**config.mk**
```make
export PLATFORM = sky130hd
export DESIGN_NAME = pc_branch_unit
export DESIGN_NICKNAME = d
export VERILOG_FILES = /design/src/rtl/kgp_branch_pkg.sv /design/src/rtl/pc_branch_unit_flag_reg.sv /design/src/rtl/pc_branch_unit.sv
export SDC_FILE = /design/constraint.sdc
export NUM_CORES = 1
export LEC_CHECK = 0
export ABC_AREA = 1
export CORE_UTILIZATION = 51
export CTS_BUF_LIST = sky130_fd_sc_hd__clkbuf_16
export DETAILED_ROUTE_END_ITERATION = 16
export PLACE_DENSITY = 0.94
export SYNTH_ARGS = -nofsm -noshare
export SYNTH_HDL_FRONTEND = slang
export SYNTH_SLANG_ARGS = --single-unit
```
**constraint.sdc**
```tcl
create_clock -name clk -period 3.4 [get_ports clk]
set_input_delay 1.02 -clock clk [delete_from_list [all_inputs] [get_ports clk]]
set_output_delay 1.02 -clock clk [all_outputs]
set_load 0.03 [all_outputs]
```
**src/rtl/kgp_branch_pkg.sv**
```systemverilog
// rtl/kgp_branch_pkg.sv - branch opcodes and PC-unit FSM encoding for the KGP-RISC core
package kgp_branch_pkg;

   localparam int BR_OP_W = 4;

   localparam logic [BR_OP_W-1:0] BR_NONE   = 4'd0;
   localparam logic [BR_OP_W-1:0] BR_UNCOND = 4'd1;
   localparam logic [BR_OP_W-1:0] BR_LTZ    = 4'd2;
   localparam logic [BR_OP_W-1:0] BR_Z      = 4'd3;
   localparam logic [BR_OP_W-1:0] BR_NZ     = 4'd4;
   localparam logic [BR_OP_W-1:0] BR_LINK   = 4'd5;
   localparam logic [BR_OP_W-1:0] BR_CY     = 4'd6;
   localparam logic [BR_OP_W-1:0] BR_NCY    = 4'd7;
   localparam logic [BR_OP_W-1:0] BR_REG    = 4'd8;
   localparam logic [BR_OP_W-1:0] BR_HALT   = 4'd9;

   typedef enum logic {
      ST_RUN  = 1'b0,
      ST_HALT = 1'b1
   } pc_state_t;

endpackage

```
**src/rtl/pc_branch_unit_flag_reg.sv**
```systemverilog
// rtl/pc_branch_unit_flag_reg.sv - carry/zero/sign flag register with write enable
module flag_reg (
   input  logic       clk,
   input  logic       rst,
   input  logic       we,
   input  logic [2:0] d,
   output logic [2:0] q
);

   always_ff @(posedge clk) begin
      if (rst)
         q <= '0;
      else if (we)
         q <= d;
   end

endmodule

```
**src/rtl/pc_branch_unit.sv**
```systemverilog
// rtl/pc_branch_unit.sv - program counter, flags, branch resolution and halt for KGP-RISC
module pc_branch_unit
   import kgp_branch_pkg::*;
#(
   parameter int              PC_W     = 32,
   parameter int              OFS_W    = 26,
   parameter logic [PC_W-1:0] RESET_PC = '0
) (
   input  logic               clk,
   input  logic               rst,
   input  logic               en,
   input  logic [BR_OP_W-1:0] br_op,
   input  logic [OFS_W-1:0]   offset,
   input  logic [PC_W-1:0]    rs_val,
   input  logic               flag_we,
   input  logic               carry_in,
   input  logic               zero_in,
   input  logic               sign_in,
   output logic [PC_W-1:0]    pc,
   output logic               taken,
   output logic               flush,
   output logic               link_we,
   output logic [PC_W-1:0]    link_addr,
   output logic               carry,
   output logic               zero,
   output logic               sign,
   output logic               halted
);

   pc_state_t       state, state_nxt;
   logic            cond;
   logic            run_en;
   logic [2:0]      flags;
   logic [PC_W-1:0] seq, tgt, ofs_sext;

   flag_reg u_flag_reg (
      .clk (clk),
      .rst (rst),
      .we  (flag_we),
      .d   ({carry_in, zero_in, sign_in}),
      .q   (flags)
   );

   assign carry = flags[2];
   assign zero  = flags[1];
   assign sign  = flags[0];

   assign seq       = pc + PC_W'(4);
   assign ofs_sext  = {{(PC_W-OFS_W){offset[OFS_W-1]}}, offset};
   assign tgt       = (br_op == BR_REG) ? (rs_val & ~PC_W'(3)) : (seq + (ofs_sext << 2));
   assign link_addr = seq;

   // Conditions look only at the registered flags, so a same-cycle flag write is not seen.
   always_comb begin
      cond = 1'b0;
      case (br_op)
         BR_UNCOND, BR_LINK, BR_REG: cond = 1'b1;
         BR_LTZ:                     cond = rs_val[PC_W-1];
         BR_Z:                       cond = (rs_val == '0);
         BR_NZ:                      cond = (rs_val != '0);
         BR_CY:                      cond = carry;
         BR_NCY:                     cond = ~carry;
         BR_NONE, BR_HALT:           cond = 1'b0;
         default:                    cond = 1'b0;
      endcase
   end

   always_ff @(posedge clk) begin
      if (rst)
         state <= ST_RUN;
      else
         state <= state_nxt;
   end

   always_comb begin
      state_nxt = state;
      if (state == ST_RUN && en && br_op == BR_HALT)
         state_nxt = ST_HALT;
   end

   always_comb begin
      run_en  = (state == ST_RUN) && en;
      taken   = run_en && cond;
      link_we = run_en && (br_op == BR_LINK);
      halted  = (state == ST_HALT);
   end

   always_ff @(posedge clk) begin
      if (rst) begin
         pc    <= RESET_PC;
         flush <= 1'b0;
      end else begin
         flush <= taken;
         if (run_en && br_op != BR_HALT)
            pc <= taken ? tgt : seq;
      end
   end

endmodule

```
==> summary.md <==
| Metric | Value |
|---|---|
| Max Slew Vio Count | 0 |
| Slew headroom | 58.5% |
| Status | complete, no violations |
| H-Tree Level Count | 2 |
| Worst VDD drop | 0.000231 V |
| Crit path from | br_op[0] |
| RSZ-0062 raised after global routing | true |
| Gr usage total | 35.7% |
| Initial core utilization | 53.4% |
| Required time of the critical path | 2.38 ns |
| DP Area | 0.00709 mm2 |
| Core area | 0.00995 mm2 |
| Cell Rows | 36 |
| GR Overflow Total | 0 |
| Final hold violations | 0 |
| Setup violators final | 0 |
| Antenna diode count | 0 |
| Placed insts | 1295 |
| Seq/Total Area, Yosys | 13.2% |
| Vias in the first global route | 6509 |
| Worst Path Max Fanout | 7 |
| Top FF cell, synth | dfxtp_1 |
| Slew @ Worst Pin | 0.621 ns |
| Met3 GRT Util | 4.57% |
| Critical path class | in2out |
| Die H | 104 um |
| # clock sinks | 35 |
| Worst Path Arrival | 2.32 ns |
| TritonCTS buffer count | 5 |
| Antenna viol nets, final | 0 |
| Die X | 104 um |
| Routed wire per std cell | 15.8 um |
| Mean Syn Cell Area | 5.35 um2 |
| Share of layout cells above drive strength 1 | 13.4% |
| Hold WC Path Type | reg2reg |
| Pwr/cell area | 267 mW/mm2 |
| CTS max path bufs | 2 |
| Crit path launch type | primary input |
| Met1 Usage GRT | 42.9% |
| Flops & latches, synth | 35 |
| 1st-pass router iterations | 8 |
| Number of buffers inserted by port buffering | 135 |
| R2r startpoint | pc[3]$_SDFFE_PP0P_ |
| Mapped Area | 0.00532 mm2 |
| Hold_sp | u_flag_reg.q[0]$_SDFFE_PP0P_ |
| CP cell instances | dlygate4sd2_1 -> nor2_1 -> nand2_4 -> nor2_8 -> inv_4 -> nand3_4 -> nor2_4 -> nand3_4 -> nand2_8 -> inv_4 -> buf_6 |
| TNS Setup | 0 ns |
| Post-route cell area | 0.00749 mm2 |
| First-pass GRT wire length | 31200 um |
| Skew final | 0.00439 ns |
| Nets | 1279 |
| Number of synthesized flops with an enable pin | 0 |
| Via density | 5.51 |
| Final cell count without fillers | 1307 |
| Gate Count Post-Synth | 995 |
| Met2 Use GR | 62.3% |
| CP peak stage delay | 0.33 ns |
| Largest net degree at the start of global routing | 53 |
| Hold buffers post-CTS | 0 |
| Reg clk slew, reported paths | 0.05 ns |
| Max cap viols | 0 |
| Post-layout util | 75.2% |
| Global route hottest layer | met2 |
| Final wirelength | 20700 um |
| CTS tree | yes |
| # DRC | 0 |
| Crit share post-route | 98.3% |
| P&R area growth vs syn | 40.8% |
| Total Die Area | 0.0108 mm2 |
| DR iter-0 viols | 559 |
| Leakage | 4.09 nW |
| Total power | 2.00 mW |
| I/O pin count | 140 |
| Initial antenna violation count | 0 |
| Yosys cell types | 40 |
| Synth warnings | 0 |
| Fmax | 299 MHz |
| Slowest CP cell | dlygate4sd2_1 |
| Final min period | 3.34 ns |
| Asr flop ratio synth | 0% |
| Detailed-route via count | 7207 |
| CP Capture Type | output pin |
| Insertion delay to the later sink of the worst-skew pair | 0.28 ns |
| Final RePlAce weighted congestion | 0.995 |
| Root Buffer | clkbuf_16 |
| Hpwl dp | 15800 um |
-- path summary, 6_finish.rpt --
kind / to / slack (ns) / cells after the start
worst min-delay path: u_flag_reg.q[0]$_SDFFE_PP0P_ / 0.50 / 2
worst max register to register: pc[16]$_SDFFE_PP0P_ / 0.08 / 21
worst max-delay path: taken / 0.06 / 11
worst min register to register: u_flag_reg.q[0]$_SDFFE_PP0P_ / 0.50 / 2
-- final cells by class --
| cell class | count | area [um2] |
|---|---|---|
| multi-input combinational | 777 | 4070 |
| fill | 812 | 2470 |
| timing repair buffer | 190 | 1760 |
| sequential | 35 | 708 |
| inverter | 164 | 621 |
| tap | 133 | 166 |
| clock buffer | 5 | 125 |
| clock inverter | 3 | 38.8 |
-- cells in the mapped netlist (2+ instances only) --
| master | instances | share of area (%) |
|---|---|---|
| nand2_1 | 346 | 24 |
| inv_1 | 156 | 11 |
| nor2_1 | 127 | 9.0 |
| nand3_1 | 75 | 7.1 |
| a21oi_1 | 57 | 5.4 |
| ha_1 | 36 | 8.5 |
| dfxtp_1 | 35 | 13 |
| o21ai_0 | 21 | 2.0 |
| xor2_1 | 14 | 2.3 |
| nor3_1 | 13 | 1.2 |
| clkbuf_1 | 10 | 0.71 |
| xnor2_1 | 10 | 1.6 |
| a21oi_2 | 9 | 1.5 |
| nand2_2 | 9 | 1.1 |
| nand4_1 | 9 | 1.1 |
| nand3_2 | 7 | 1.3 |
| or2_2 | 7 | 0.82 |
| buf_4 | 6 | 0.85 |
| inv_2 | 6 | 0.42 |
| nand3b_1 | 4 | 0.56 |
| o21ai_1 | 4 | 0.38 |
| and2_1 | 3 | 0.35 |
| buf_2 | 3 | 0.28 |
| buf_6 | 3 | 0.63 |
| nor2_2 | 3 | 0.35 |
| a21o_1 | 2 | 0.28 |
| a22oi_1 | 2 | 0.28 |
| inv_4 | 2 | 0.24 |
| nand3_4 | 2 | 0.66 |
| nor3_2 | 2 | 0.38 |
| nor4_1 | 2 | 0.24 |
| o21bai_1 | 2 | 0.28 |
-- where the power goes --
part | switching, mW | internal, mW | total [mW]
logic | 0.613 | 0.389 | 1.00
clock network | 0.175 | 0.342 | 0.517
registers | 0.0392 | 0.439 | 0.478
-- kinds of logic after synthesis --
| logic type | after synthesis | synth area share [%] |
|---|---|---|
| XOR/XNOR | 24 | 3.95 |
| flip-flops | 35 | 13.2 |
| other | 1 | 0.0705 |
| AO/OA/AOI/OAI | 99 | 10.3 |
| adder cells (fa/ha/maj) | 37 | 8.84 |
| AND/OR/NAND/NOR | 613 | 49.5 |
| buffers and inverters | 186 | 14.1 |
-- flip-flops by register name, indices dropped and copies added, names as in the netlist --
register / count
flush: 1
halted: 1
u_flag_reg.q: 3
pc: 30
-- per-layer routing --
metal,vias to the layer above,routed length (um)
met5,-,0
met4,0,1310
met3,102,1880
met2,458,9720
met1,3205,7760
li1,3442,-
-- layout by cell type, fill, tap and decap left out, types with 8 or more instances in the layout --
cell             Yosys  routed
ha_1                36      31
nor2_1             127     114
nor2_2               3      13
xor2_1              14      10
nand2_1            346     344
a21oi_2              9      11
a21oi_1             57      55
nand2_2              9      10
nand3_2              7       9
clkdlybuf4s50_1      0      76
dlygate4sd2_1        0      34
dlymetal6s2s_1       0      19
dfxtp_1             35      29
nor3_1              13      11
nand3_1             75      73
nand4_1              9       9
xnor2_1             10       8
inv_1              156     155
o21ai_0             21      21
buf_4                6      58
-- repair_timing --
item / 4_1_cts / 5_1_grt
resized for setup: 44 / 60
setup buffers: 0 / 4
pin swaps: 21 / 24
endpoints found under the setup margin: 18 / 27
-- worst max-delay path: cells and delay by family --
kind | cells | cell delay [ns]
AND/OR/NAND/NOR | 7 | 0.74
buffers and inverters | 4 | 0.56
-- per-stage QoR --
| stage | setup slack, ns | hold slack [ns] |
|---|---|---|
| after global placement | -0.176 | 0.467 |
| after CTS | 0.000209 | 0.500 |
| after floorplan | 0.132 | 0.599 |
| after detailed placement | -0.195 | 0.487 |
| final | 0.0569 | 0.499 |
| after global routing | -0.0992 | 0.539 |
No activity file was read; power rests on OpenSTA's default activity.
